**config.mk**
```make
export PLATFORM = sky130hd
export DESIGN_NAME = i2s_tx_scheduler
export DESIGN_NICKNAME = d
export VERILOG_FILES = /design/src/rtl/i2s_tx_scheduler.sv
export SDC_FILE = /design/constraint.sdc
export NUM_CORES = 1
export LEC_CHECK = 0
export ABC_CLOCK_PERIOD_IN_PS = 3450
export CELL_PAD_IN_SITES_DETAIL_PLACEMENT = 0
export CELL_PAD_IN_SITES_GLOBAL_PLACEMENT = 1
export CORE_MARGIN = 4
export CORE_UTILIZATION = 28
export CTS_BUF_LIST = sky130_fd_sc_hd__clkbuf_16
export DETAILED_ROUTE_END_ITERATION = 8
export GPL_TIMING_DRIVEN = 0
export PLACE_DENSITY = 0.55
export RECOVER_POWER = 25
export SLEW_MARGIN = 40
export SYNTH_ARGS = -nofsm -noshare
export SYNTH_HDL_FRONTEND = slang
export SYNTH_SLANG_ARGS = --single-unit
```
**constraint.sdc**
```tcl
create_clock -name clk -period 3.45 [get_ports clk]
set_input_delay 0.69 -clock clk [delete_from_list [all_inputs] [get_ports clk]]
set_output_delay 0.69 -clock clk [all_outputs]
set_load 0.02 [all_outputs]
```
**src/rtl/i2s_tx_scheduler.sv**
```systemverilog
// Framed I2S transmitter: one-pair holding buffer feeds left/right active registers once per frame.
// Outputs registered; enable edge to left MSB on sdata is 1 clk. sample_ready = buffer empty, never combinational on sample_valid.
module i2s_tx_scheduler #(
   parameter int DATA_W   = 16,
   parameter int BCLK_DIV = 4
) (
   input  logic              clk,
   input  logic              rst_n,
   input  logic              enable,
   input  logic [DATA_W-1:0] left_data,
   input  logic [DATA_W-1:0] right_data,
   input  logic              sample_valid,
   output logic              sample_ready,
   output logic              bclk,
   output logic              lrclk,
   output logic              sdata,
   output logic              frame_start,
   output logic              underrun,
   output logic              busy
);

   localparam int DIV_W = (BCLK_DIV > 2) ? $clog2(BCLK_DIV) : 1;
   localparam int BIT_W = $clog2(2 * DATA_W);
   localparam logic [DIV_W-1:0] DIV_LAST = DIV_W'(BCLK_DIV - 1);
   localparam logic [DIV_W-1:0] DIV_HALF = DIV_W'(BCLK_DIV / 2);
   localparam logic [BIT_W-1:0] BIT_LAST = BIT_W'(2 * DATA_W - 1);
   localparam logic [BIT_W-1:0] LR_LO    = BIT_W'(DATA_W - 1);
   localparam logic [BIT_W-1:0] LR_HI    = BIT_W'(2 * DATA_W - 2);

   typedef enum logic {IDLE, RUN} state_t;

   state_t            state, state_nxt;
   logic [DIV_W-1:0]  div_cnt, div_nxt;
   logic [BIT_W-1:0]  bit_cnt, bit_nxt;
   logic              buf_full, buf_full_nxt;
   logic [DATA_W-1:0] buf_l, buf_r, buf_l_nxt, buf_r_nxt;
   logic [DATA_W-1:0] act_l, act_r, act_l_nxt, act_r_nxt;
   logic              xfer, slot_edge, load, silent;
   logic [2*DATA_W-1:0] frame_word;

   assign sample_ready = ~buf_full;
   assign xfer         = sample_valid & ~buf_full;
   assign slot_edge    = (div_cnt == DIV_LAST);

   always_comb begin
      state_nxt = state;
      div_nxt   = div_cnt;
      bit_nxt   = bit_cnt;
      load      = 1'b0;
      case (state)
         IDLE: begin
            div_nxt = '0;
            bit_nxt = '0;
            if (enable) begin
               state_nxt = RUN;
               load      = 1'b1;
            end
         end
         RUN: begin
            div_nxt = slot_edge ? '0 : div_cnt + 1'b1;
            if (slot_edge) begin
               bit_nxt = (bit_cnt == BIT_LAST) ? '0 : bit_cnt + 1'b1;
               // Frame boundary: either reload or retire, never mid-frame.
               if (bit_cnt == BIT_LAST) begin
                  if (enable) load = 1'b1;
                  else        state_nxt = IDLE;
               end
            end
         end
         default: state_nxt = IDLE;
      endcase
   end

   always_comb begin
      buf_full_nxt = buf_full;
      buf_l_nxt    = buf_l;
      buf_r_nxt    = buf_r;
      act_l_nxt    = act_l;
      act_r_nxt    = act_r;
      silent       = 1'b0;
      if (load) begin
         if (buf_full) begin
            act_l_nxt    = buf_l;
            act_r_nxt    = buf_r;
            buf_full_nxt = 1'b0;
         end else if (xfer) begin
            // Pair arriving on the load edge goes straight to the shifter.
            act_l_nxt = left_data;
            act_r_nxt = right_data;
         end else begin
            act_l_nxt = '0;
            act_r_nxt = '0;
            silent    = 1'b1;
         end
      end else if (xfer) begin
         buf_l_nxt    = left_data;
         buf_r_nxt    = right_data;
         buf_full_nxt = 1'b1;
      end
      frame_word = {act_l_nxt, act_r_nxt};
   end

   always_ff @(posedge clk or negedge rst_n) begin
      if (!rst_n) begin
         state       <= IDLE;
         div_cnt     <= '0;
         bit_cnt     <= '0;
         buf_full    <= 1'b0;
         buf_l       <= '0;
         buf_r       <= '0;
         act_l       <= '0;
         act_r       <= '0;
         bclk        <= 1'b0;
         lrclk       <= 1'b0;
         sdata       <= 1'b0;
         frame_start <= 1'b0;
         underrun    <= 1'b0;
         busy        <= 1'b0;
      end else begin
         state       <= state_nxt;
         div_cnt     <= div_nxt;
         bit_cnt     <= bit_nxt;
         buf_full    <= buf_full_nxt;
         buf_l       <= buf_l_nxt;
         buf_r       <= buf_r_nxt;
         act_l       <= act_l_nxt;
         act_r       <= act_r_nxt;
         // Pins are driven from next-state values so they line up with the counters.
         bclk        <= (state_nxt == RUN) && (div_nxt >= DIV_HALF);
         lrclk       <= (state_nxt == RUN) && (bit_nxt >= LR_LO) && (bit_nxt <= LR_HI);
         sdata       <= (state_nxt == RUN) && frame_word[BIT_LAST - bit_nxt];
         frame_start <= load;
         underrun    <= silent;
         busy        <= (state_nxt == RUN);
      end
   end

endmodule

```
Yosys cells after proc, flatten, opt, wreduce, memory -nomap -nowiden:

Cells that the tools add are included.

* logic and storage cells: 57
* register bits after elaboration: 78

* muxes and demuxes: 25
* $lt $le $gt $ge: 4
* bitwise operators: 4
* equality and inequality tests: 2
* reduce and logical (&&, ||, !) cells: 6
* $add $sub $neg: 3

Operators by type and width (number)
* $mux 16: 6
* $mux 1: 11
* $mux 5: 2
* $pmux 5 s2: 1
* $lt 5x6->1 const B: 1
* $add 5x1->5 const B: 1
* $bmux 1 s5: 1
* $eq 5x5->1 const B: 1
* $ge 5x4->1 const B: 1
* $le 5x5->1 const B: 1
* $sub 5x5->5 const A: 1
* $logic_and 1x1->1: 4
* $pmux 1 s2: 2
* $pmux 2 s2: 1
* $not 1->1: 3
* $add 2x1->2 const B: 1
* $eq 2x2->1 const B: 1
* $ge 2x2->1 const B: 1
* $mux 2: 1
* $reduce_and 2->1: 1
* $reduce_bool 2->1: 1
* $and 1x1->1: 1

Longest topological paths before layout:

Gate-level depths: netlist (run 1).

* depth in word-level cells: 8
* gate-level depth with buffers: 13

Least setup slack after synthesis (run 1):

OpenSTA, ideal clock, no wires.

* path type: register to register
* from: register bit_cnt[0]
* to: register sdata
* path buffers: 0
* data arrival time: 2.537 ns
* cell stages (with the launch flop): 12
* setup slack: 0.789 ns
* clock period less this slack: 2.661 ns
* cell sequence: dfrtp_1 ha_1 and3_1 ha_1 and4bb_1 o31ai_4 inv_2 and3_1 a22o_1 a2111oi_2 a2111oi_1 o2bb2ai_1

* cells in the longest elaborated chain, start to end: 8
* elaborated cells on any way between the ends: 17

Ends and longest elaborated chain
* start, declared: RTL line 34 `logic [BIT_W-1:0] bit_cnt, bit_nxt;`
* start signal, assigned: RTL line 122 `bit_cnt <= bit_nxt;`
* $add 5x1->5 / $eq 5x5->1 (equally long branches): RTL line 62 `bit_nxt = (bit_cnt == BIT_LAST) ? '0 : bit_cnt + 1'b1;`
* $mux 5 (*): RTL line 62
* $mux 5 (*): RTL line 61 `if (slot_edge) begin`
* $pmux 5 s2 (*): RTL line 50 `case (state)`
* via bit_nxt[2]: RTL line 34
* $sub 5x5->5 (*): RTL line 131 `sdata <= (state_nxt == RUN) && frame_word[BIT_LAST - bit_nxt];`
* $bmux 1 s5 (*): RTL line 131
* $mux 1 (not written as such) (*): RTL line 131
* $logic_and 1x1->1 (*): RTL line 131
* end signal, assigned: RTL line 131
* end, declared: RTL line 16 `output logic sdata,`

Mark *: on every way through the listed nets, which the timed path passes. The rest lies on a longest branch. The select of a mux whose other input is x is not followed.
A chain may end at the register's enable or synchronous reset.

Worst setup path after layout (run 1):

* from: register bit_cnt[0]
* to: register sdata

* cells in the longest elaborated chain, start to end: 8
* elaborated cells on any way between the ends: 17

Ends and longest elaborated chain (RTL line)
* $add 5x1->5 / $eq 5x5->1 (equally long branches): 62
* $mux 5: 62
* $mux 5 (*): 61
* $pmux 5 s2 (*): 50
* via bit_nxt[0]: 34
* $sub 5x5->5 (*): 131
* $bmux 1 s5 (*): 131
* $mux 1 (not written as such) (*): 131
* $logic_and 1x1->1 (*): 131

Marked as above.

==> results of run 1 <==
layout make-up:
class | count | area [µm²]
plain buffers | 25 | 156
fillers | 1322 | 8510
clock inverters | 7 | 26.3
clock buffers | 9 | 225
flip-flops and latches | 78 | 1950
well taps | 176 | 220
inverters | 7 | 28.8
repair buffers | 45 | 449
multi-input cells | 214 | 1620
stage by stage:
stage          setup slack (ns)  setup TNS (ns)
2_1_floorplan             0.789               0
3_3_place_gp              -1.23          -95.35
3_5_place_dp             0.0667               0
4_1_cts                   0.215               0
5_1_grt                  0.0274               0
6_report                  0.256               0
worst max path at each step:
stage / end / cells after the start
2_1_floorplan: sdata / 11
3_3_place_gp: div_cnt[0] / 1
3_5_place_dp: sdata / 10
4_1_cts: sdata / 11
5_1_grt: sdata / 11
6_report: sdata / 11
metal layers:
layer	wire, µm	vias to the layer above	share of wire [%]
li1	-	1336	-
met1	4910	1378	50
met2	4340	59	44
met3	452	13	4.6
met4	168	0	1.7
met5	0	-	0
logic make-up (layout without fill, tap and decap cells):
group	Yosys count	after routing	synth area share, %
compound gates	122	122	22.0
simple gates	50	50	8.56
xor+xnor	2	2	0.466
mux	36	36	10.8
fa+ha+maj	4	4	1.33
flops	78	78	51.9
buf+inv	32	93	4.93
power groups by stage:
stage	clock (mW)	sequential, mW	combinational (mW)
after floorplan	0	0.990	0.0736
after global placement	0	0.994	0.153
after detailed placement	0	0.995	0.158
after CTS	0.857	0.978	0.159
after global routing	0.900	0.984	0.173
final	0.835	0.979	0.154
worst reg2reg max path, cell delays in order, from the launching register on:
cell and delay, ns:
dfrtp_1 0.47, ha_2 0.27, and3_1 0.20, ha_1 0.26
and4bb_1 0.27, a21oi_4 0.26, inv_1 0.22, buf_4 0.23
mux2_1 0.22, mux2i_1 0.09, a2111oi_1 0.40, o2bb2ai_1 0.20
state kept, by name, indices dropped and copies added, names as in the netlist, 2 cells and up:
signal,count
div_cnt,2
buf_l,16
buf_r,16
bit_cnt,5
act_l,16
act_r,16
cell usage in the layout, fill, tap and decap left out, types with 3 or more instances in the layout:
cell type and n:
a211o_1 4, a211oi_1 9, a21oi_1 58, a221oi_1 3
a22o_1 3, a22oi_1 33, and3_1 4, buf_2 8
buf_4 4, buf_6 6, clkbuf_1 9, clkbuf_16 9
clkdlybuf4s50_1 41, clkinv_1 3, dfrtp_1 78, ha_1 3
inv_1 9, mux2_1 13, mux2_2 22, nand2_1 5
nand3_1 4, nand4_1 3, nor2_1 9, nor2b_1 5
nor3_1 4
what timing repair did:
action / CTS / global route
buffers inserted: 0 / 2
endpoints found under the hold margin: 0 / 0
resized for setup: 0 / 1
setup endpoints to repair: 0 / 1
==> impl_results.md, run 1 <==
- Die area: 0.0153 mm²
- # diodes: 0
- Outcome: finished, violations left
- Vias in the first global route: between 2000 and 3000
- Clock network power share: 42.4%
- Core footprint: 0.0132 mm²
- WS Path Type: flop to flop
- Sequential share of the synthesized area: between 50% and 60%
- Failing checks: max-capacitance violations, max-slew violations
- Initial antenna violation count: 0
- Via count: 2786
- Cell Area, Synth: about 0.0038 mm²
- Layout Nets: 420
- IO buf count: 42
- Syn Inst Count: ~320
- Total power: 1.97 mW
- Routed Antenna Nets: 0
- Vias/cell: 4.97
- RePlAce Congestion: 0.742
- Worst Hold Launch: div_cnt[0]
- R2r startpoint: bit_cnt[0]
- Yosys warning total: 0
- Post-route DRC: 0
- Syn avg cell area: 11.6 µm²
- Met1 Usage GRT: 20.4%
- Pint: 1.52 mW
- CTS tree: built
- Crit path max fanout: 10
- Skew final: 0.00625 ns
- Final Hold Vio Count: 0
- Total Routing Usage GR: 13.9%
- Drt wl/cell: 17.6 µm
- R2R depth: 11
- Final Non-Filler Cells: around 560
- Yosys reg bits: 78
- Synth Flop Type: dfrtp_1
- Tmin final: ~3.2 ns
- Syn Nets: approximately 360
- Final period utilization: 92.6%
- Most frequent cells after synthesis: 78 x dfrtp_1, 58 x a21oi_1, 33 x a22oi_1
- Yosys cell types: 49
- Die Ht: 124 µm
- H-tree Lvls: 3
- CP peak stage delay: 0.47 ns
- Largest net degree at the start of global routing: 41
- Reg2reg end: sdata
- HPWL after DPL: 6990 µm
- Worst Hold Depth: 1
- Area Growth Syn to Fin: 24.6%
- CTS clk-pin slew, worst paths: 0.06 ns
- Synth area leaders: dfrtp_1 52%, a21oi_1 7.7%, a22oi_1 6.6%
- Max Clk Rate: between 0.3 and 0.4 GHz
- Post-route cell area: 0.00468 mm²
- Min-delay worst type: flop to flop
- Clock latency on the worst-skew pair: roughly 0.34 ns
- Static Leak: 2.04 nW
- Cell Area, Placed: between 0.004 and 0.005 mm²
- Post-layout util: 35.5%
- Final WL: 9870 µm
- FF-to-FF setup slack: 0.26 ns
- GRT overflow: 0
- Synth top area share: about half
- CP arrival: approximately 3.4 ns
- Crit-path slowest cell: dfrtp_1
- M3 GR Usage: 3.45%
- PD cells: 421 mW/mm²
- Relative slew slack: -45.3%
- Worst-path cell chain: ha_2 -> and3_1 -> ha_1 -> and4bb_1 -> a21oi_4 -> inv_1 -> buf_4 -> mux2_1 -> mux2i_1 -> a2111oi_1 -> o2bb2ai_1
- # clock sinks: 78
- Sequential share of power: 49.8%
- Asr flop ratio synth: 100%
- Row cnt: 42
- Layout cell share with drive strength beyond 1: 16.9%
- DIE WIDTH: around 120 µm
- Placed insts: 543
- WHS: approximately 0.45 ns
- CP endpoint kind: flop
- Met2 Use GR: between 10% and 20%
- Final setup fails: 0
- Net Sw Frac: 22.9%
- Root Driver: clkbuf_16
- Dominant cell type by area after synthesis: dfrtp_1
- Max Cap Violations: 1
- Crit path from: bit_cnt[0]
- Deepest clock path buffer count: 2
- Num CTS Buffers: 9
- Global-route wire length before repair: 16000 µm
- RSZ-0062 raised after global routing: false
- Most numerous cell in the Yosys netlist: dfrtp_1
- Max-slew violations: 39
- Power share of the combinational group: between 7 and 8%
- Hold buffers post-CTS: 0
- GRT busiest layer: met1
- Setup crit start kind: flop
- Worst-margin pin slew: roughly 2.2 ns
- First-pass DRT Iterations: 4
- Cell family with most CP delay: compound AO/OA/AOI/OAI gates
- Drt initial violations: 147
- CP required: 3.69 ns
- Initial cell density of the core: 28.5%
- WP buf/inv: 2
- Worst Hold Endpoint: div_cnt[0]
- Sw Pwr: 0.451 mW
- Worst ir drop on vdd: 0.000186 V
- Number of enable flip-flop cells after synthesis: 0
- IO Pins: 43
No activity file was read; power rests on OpenSTA's default activity.
==> inputs of run 2 (changes only) <==
--- a/config.mk
+++ b/config.mk
@@ -12,6 +12,7 @@
 export CORE_UTILIZATION = 28
 export CTS_BUF_LIST = sky130_fd_sc_hd__clkbuf_16
 export DETAILED_ROUTE_END_ITERATION = 8
+export GPL_ROUTABILITY_DRIVEN = 1
 export GPL_TIMING_DRIVEN = 0
 export PLACE_DENSITY = 0.55
 export RECOVER_POWER = 25
==> results of run 2 <==
No change in the layout: final DEF, timing and power equal those of run 1.
